**src/rtl/mem_wb_stage.sv**
```systemverilog
// Memory / write-back stage of the PIGRO pipeline: registered register-file writes,
// LDW/STR req/ack data-memory transactions with timeout, and upstream stall.
module mem_wb_stage #(
  parameter int ADDR_W  = 8,
  parameter int TIMEOUT = 16
) (
  input  logic              clk,
  input  logic              rst,
  input  logic              ex_valid,
  input  logic [4:0]        ex_opcode,
  input  logic [31:0]       ex_data,
  input  logic [ADDR_W-1:0] ex_addr,
  input  logic [3:0]        ex_dest,
  input  logic              ex_isimm,
  input  logic              ex_error,
  output logic              in_ready,
  output logic              stall,
  output logic              dmem_req,
  output logic              dmem_we,
  output logic [ADDR_W-1:0] dmem_addr,
  output logic [31:0]       dmem_wdata,
  input  logic              dmem_ack,
  input  logic [31:0]       dmem_rdata,
  output logic              rf_we,
  output logic [3:0]        rf_waddr,
  output logic [31:0]       rf_wdata,
  output logic              store_done,
  output logic              mem_error,
  output logic              exc
);

  localparam logic [4:0] OP_NOP  = 5'd0;
  localparam logic [4:0] OP_ARSH = 5'd9;
  localparam logic [4:0] OP_LDW  = 5'd10;
  localparam logic [4:0] OP_STR  = 5'd11;
  localparam logic [4:0] OP_CMP  = 5'd12;

  localparam int CW = (TIMEOUT > 1) ? $clog2(TIMEOUT) : 1;

  typedef enum logic [1:0] {IDLE, REQ, WB} state_t;

  state_t              state, state_d;
  logic                req_we_q, req_we_d;
  logic [ADDR_W-1:0]   addr_q, addr_d;
  logic [31:0]         wdata_q, wdata_d;
  logic [3:0]          dest_q, dest_d;
  logic [CW-1:0]       tcnt_q, tcnt_d;
  logic                rf_we_q, rf_we_d;
  logic [3:0]          rf_waddr_q, rf_waddr_d;
  logic [31:0]         rf_wdata_q, rf_wdata_d;
  logic                store_done_q, store_done_d;
  logic                mem_error_q, mem_error_d;
  logic                exc_q, exc_d;
  logic                is_arith;
  logic                accept;

  assign is_arith = (ex_opcode > OP_NOP) && (ex_opcode <= OP_ARSH);
  assign accept   = ex_valid && (state == IDLE);

  always_comb begin
    state_d      = state;
    req_we_d     = req_we_q;
    addr_d       = addr_q;
    wdata_d      = wdata_q;
    dest_d       = dest_q;
    tcnt_d       = tcnt_q;
    rf_we_d      = 1'b0;
    rf_waddr_d   = rf_waddr_q;
    rf_wdata_d   = rf_wdata_q;
    store_done_d = 1'b0;
    mem_error_d  = mem_error_q;
    exc_d        = exc_q;

    case (state)
      IDLE: begin
        if (accept) begin
          if ((is_arith && !ex_error) || (ex_opcode == OP_CMP) ||
              ((ex_opcode == OP_LDW) && ex_isimm)) begin
            rf_we_d    = 1'b1;
            rf_waddr_d = ex_dest;
            rf_wdata_d = ex_data;
          end else if (is_arith) begin
            exc_d = 1'b1;
          end else if ((ex_opcode == OP_LDW) || (ex_opcode == OP_STR)) begin
            state_d  = REQ;
            req_we_d = (ex_opcode == OP_STR);
            addr_d   = ex_addr;
            wdata_d  = (ex_opcode == OP_STR) ? ex_data : '0;
            dest_d   = ex_dest;
            tcnt_d   = '0;
          end
        end
      end

      REQ: begin
        // Ack is checked before expiry so an ack on the final allowed cycle completes normally.
        if (dmem_ack) begin
          tcnt_d   = '0;
          req_we_d = 1'b0;
          addr_d   = '0;
          wdata_d  = '0;
          if (req_we_q) begin
            store_done_d = 1'b1;
            state_d      = IDLE;
          end else begin
            state_d    = WB;
            rf_we_d    = 1'b1;
            rf_waddr_d = dest_q;
            rf_wdata_d = dmem_rdata;
          end
        end else if ((TIMEOUT != 0) && (tcnt_q == CW'(TIMEOUT - 1))) begin
          state_d     = IDLE;
          mem_error_d = 1'b1;
          tcnt_d      = '0;
          req_we_d    = 1'b0;
          addr_d      = '0;
          wdata_d     = '0;
        end else begin
          tcnt_d = tcnt_q + 1'b1;
        end
      end

      WB:      state_d = IDLE;
      default: state_d = IDLE;
    endcase
  end

  always_ff @(posedge clk) begin
    if (rst) begin
      state        <= IDLE;
      req_we_q     <= 1'b0;
      addr_q       <= '0;
      wdata_q      <= '0;
      dest_q       <= '0;
      tcnt_q       <= '0;
      rf_we_q      <= 1'b0;
      rf_waddr_q   <= '0;
      rf_wdata_q   <= '0;
      store_done_q <= 1'b0;
      mem_error_q  <= 1'b0;
      exc_q        <= 1'b0;
    end else begin
      state        <= state_d;
      req_we_q     <= req_we_d;
      addr_q       <= addr_d;
      wdata_q      <= wdata_d;
      dest_q       <= dest_d;
      tcnt_q       <= tcnt_d;
      rf_we_q      <= rf_we_d;
      rf_waddr_q   <= rf_waddr_d;
      rf_wdata_q   <= rf_wdata_d;
      store_done_q <= store_done_d;
      mem_error_q  <= mem_error_d;
      exc_q        <= exc_d;
    end
  end

  assign in_ready   = (state == IDLE);
  assign stall      = ~in_ready;
  assign dmem_req   = (state == REQ);
  assign dmem_we    = req_we_q;
  assign dmem_addr  = addr_q;
  assign dmem_wdata = wdata_q;
  assign rf_we      = rf_we_q;
  assign rf_waddr   = rf_waddr_q;
  assign rf_wdata   = rf_wdata_q;
  assign store_done = store_done_q;
  assign mem_error  = mem_error_q;
  assign exc        = exc_q;

endmodule

```
**config.mk**
```make
export PLATFORM = sky130hd
export DESIGN_NAME = mem_wb_stage
export DESIGN_NICKNAME = d
export VERILOG_FILES = /design/src/rtl/mem_wb_stage.sv
export SDC_FILE = /design/constraint.sdc
export NUM_CORES = 1
export LEC_CHECK = 0
export ABC_AREA = 1
export CELL_PAD_IN_SITES_DETAIL_PLACEMENT = 0
export CELL_PAD_IN_SITES_GLOBAL_PLACEMENT = 2
export CORE_ASPECT_RATIO = 1.5
export CORE_MARGIN = 3
export CORE_UTILIZATION = 22
export DETAILED_ROUTE_END_ITERATION = 7
export PLACE_DENSITY_LB_ADDON = 0.1
export RECOVER_POWER = 50
export SYNTH_ARGS = -nofsm -noshare
export SYNTH_HDL_FRONTEND = slang
export SYNTH_SLANG_ARGS = --single-unit
```
**constraint.sdc**
```tcl
create_clock -name clk -period 2.2 [get_ports clk]
set_clock_uncertainty 0.05 [all_clocks]
set_input_delay 0.33 -clock clk [delete_from_list [all_inputs] [get_ports clk]]
set_output_delay 0.33 -clock clk [all_outputs]
set_load 0.02 [all_outputs]
```
==> run summary <==
* **run status** completed
* **R2R setup slack** 0.39 ns
* **routed metal-1 wire length** 6.021 mm
* **first-pass GRT wire length** 23.58 mm
* **area of the mapped netlist** 4016 sq um
* **placed wire-length estimate** 10.78 mm
* **portion of the clock cycle consumed by the worst path in the final layout** 0.9621
* **vias** 4,295
* **register bit total from synthesis** 91
* **Routed met3 length** 819 um
* **final antenna-violating net count** 0
* **Post-CTS Setup Inserts** 0
* **average cell area after synthesis** 6.937 sq um
* **area of the core** 17,640 sq um
* **leakage** 2.966 nW
* **worst-path fanout max** 5
* **max_cap viols** 0
* **unrepaired setup endpoints after global routing** false
* **number of placement rows** 59
* **worst slew margin relative to its limit** 0.3117
* **port bufs** 170
* **Netlist cell types** 26
* **post-route standard cell area excluding fillers** 6287 sq um
* **Die Y** 171.5 um
* **average wire length per cell after detail routing** 16.13 um
* **startpoint of the worst hold path** dest_q[3]
* **Area growth, synth to finish** 56.54%
* **number of DRC markers in iteration 0** 120
* **clock buffer depth** 2
* **number of antenna violations at the first check in global routing** 0
* **highest-count cells in the layout ignoring fill and taps** sky130_fd_sc_hd__nand2_1, sky130_fd_sc_hd__nor2_1, sky130_fd_sc_hd__clkdlybuf4s50_1, sky130_fd_sc_hd__dfxtp_1, sky130_fd_sc_hd__dlygate4sd3_1
* **Via-to-Cell Ratio** 4.512
* **Gate Count Post-Synth** 579
* **largest net degree at the start of global routing** 87
* **instance area after placement** 5973 sq um
* **post-synth net total** 667
* **total power density per cell area** 639.1 nW/um^2
* **final core utilization** 0.3564
* **I/O pin cnt** 171
* **Yosys warning count** 0
* **depth of the worst register-to-register path** 9
* **via count of the first global-routing pass** 4,312
* **count of hold buffers inserted by post-cts repair** 0
* **Antenna diodes** 0
* **worst path arrival time** 1.74 ns
* **CTS root buf** sky130_fd_sc_hd__clkbuf_16
* **Worst-Skew Late Latency** 0.34 ns
* **uppermost layer routed** met4
* **CTS tree** built
* **number of remaining DRC errors** 0
* **cell total after placement** 936
* **overall die area** 19,950 sq um
* **IR drop worst, VDD** 333.0 uV
* **met2 WL** 8.295 mm
* **Hold/Removal Path Class** reg2reg
* **Worst-path clk slew** 0.07 ns
* **minimum clock period after layout** 2.117 ns
* **number of standard cells in the final layout excluding fillers** 952
* **worst hold-check slack** 0.4025 ns
* **kind of start point of the critical path** flop
* **overall routed net length** 15.36 mm
* **Die Width** 116.3 um
* **Max H-tree Level** 3
* **first-pass detailed-route iteration total** 4
* **post-synthesis sequential area ratio** 0.4536
* **most common cell after layout, fill and taps aside** sky130_fd_sc_hd__nand2_1
* **capturing point of the worst reg2reg path** dmem_wdata[29]
* **Hold Crit Endpoint** dest_q[3]
* **GRT Resource Usage Total** 0.1546
* **Hold Crit Depth** 2
* **post-layout total power** 0.004018 W
* **Worst R2R Start** state[0]
* **measured slew at the worst slew-check pin** 1.032 ns
* **WS Path Type** reg2out
* **number of max-slew violations in the final report** 0
* **post-cts sizing count** 0
* **number of buffers added by the clock tree synthesis step** 9
* **maximum clock frequency** 472.4 MHz
* **routability congestion estimate** 0.7571
* **starting density of the core** 0.2276
* **gr ovfl total** 0
* **Filler Cells Inserted** 1,895
* **number of sinks on the clock net** 91
* **number of endpoints failing setup at the final stage** 0
* **Worst setup EP type** output pin
* **Final Hold Vio Count** 0
* **CP required** 1.82 ns
* **layout cell share with drive strength beyond 1** 0.05819
* **post-layout net count** 822
## report_power, final
part           internal [W]  switching (W)
Combinational      0.000276       0.000297
Sequential          0.00170      0.0000241
Clock               0.00106       0.000668
## worst max path at each step
stage | to | startpoint | cells after the start
floorplan | rf_wdata[10] | state[1] | 9
global placement | dmem_wdata[23] | ex_opcode[1] | 9
detailed placement | dmem_wdata[21] | ex_opcode[1] | 9
CTS | stall | state[1] | 3
global route | stall | state[1] | 3
finish | stall | state[1] | 3
## cell type report
| class | instances | area, sq um | area share |
|---|---|---|---|
| multi-input cells | 429 | 1926 | 0.3063 |
| repair buffers | 185 | 1877 | 0.2985 |
| flip-flops and latches | 91 | 1822 | 0.2898 |
| well taps | 213 | 266.5 | 0.04239 |
| clock buffers | 12 | 256.5 | 0.04080 |
| clock inverters | 4 | 72.57 | 0.01154 |
| inverters | 18 | 67.56 | 0.01075 |
## kinds of logic (layout without fill, tap and decap cells)
logic type / count (synthesis) / in the layout / synth area share
simple gates: 364 / 364 / 0.3897
flops: 91 / 91 / 0.4536
compound gates: 62 / 62 / 0.08006
buf+inv: 59 / 219 / 0.06916
xor+xnor: 2 / 2 / 0.004362
fa+ha+maj: 1 / 1 / 0.003115
## through the flow
step	TNS, ns	setup WS [ns]
final	0	0.08328
after detailed placement	-0.008043	-0.004602
after floorplan	0	0.5589
after global placement	0	0.04109
after CTS	0	0.04530
after global routing	0	0.03044
## critical path, stage by stage (launching register included)
cell and delay (ns):
sky130_fd_sc_hd__dfxtp_1 0.52, sky130_fd_sc_hd__nor2_2 0.14, sky130_fd_sc_hd__inv_1 0.11, sky130_fd_sc_hd__clkdlybuf4s50_1 0.62
## per-layer routing
layer	track usage	vias to the layer above
met5	0	-
met4	0.05452	0
met3	0.02992	11
met2	0.2872	108
met1	0.1718	1975
li1	-	2201
## Yosys cell counts
cell                         n  area share
sky130_fd_sc_hd__nand2_1   167        0.16
sky130_fd_sc_hd__nor2_1     98       0.092
sky130_fd_sc_hd__dfxtp_1    91        0.45
sky130_fd_sc_hd__nand3_1    55       0.069
sky130_fd_sc_hd__nand4_1    33       0.051
sky130_fd_sc_hd__o21ai_0    26       0.032
sky130_fd_sc_hd__o21ai_1    19       0.024
sky130_fd_sc_hd__buf_2      18       0.022
sky130_fd_sc_hd__a21oi_1    16       0.020
sky130_fd_sc_hd__clkbuf_1   16       0.015
sky130_fd_sc_hd__inv_1      15       0.014
sky130_fd_sc_hd__buf_4       3      0.0056
sky130_fd_sc_hd__buf_6       3      0.0084
sky130_fd_sc_hd__inv_2       3      0.0028
sky130_fd_sc_hd__nor3_1      3      0.0037
sky130_fd_sc_hd__nor2_2      2      0.0031
sky130_fd_sc_hd__xor2_1      2      0.0044
sky130_fd_sc_hd__a21oi_4     1      0.0041
sky130_fd_sc_hd__and2_1      1      0.0016
sky130_fd_sc_hd__buf_1       1     0.00093
sky130_fd_sc_hd__ha_1        1      0.0031
sky130_fd_sc_hd__nand2_4     1      0.0028
sky130_fd_sc_hd__nor2_4      1      0.0028
sky130_fd_sc_hd__nor2_8      1      0.0050
sky130_fd_sc_hd__or2_0       1      0.0016
sky130_fd_sc_hd__or2_2       1      0.0016
## state kept, by name (all words and copies together), names as in the netlist
register,count
dmem_wdata,32
store_done,1
dmem_we,1
rf_wdata,32
state,2
dest_q,4
tcnt_q,4
exc,1
rf_waddr,4
dmem_addr,8
mem_error,1
rf_we,1
No activity file was read; power rests on OpenSTA's default activity.
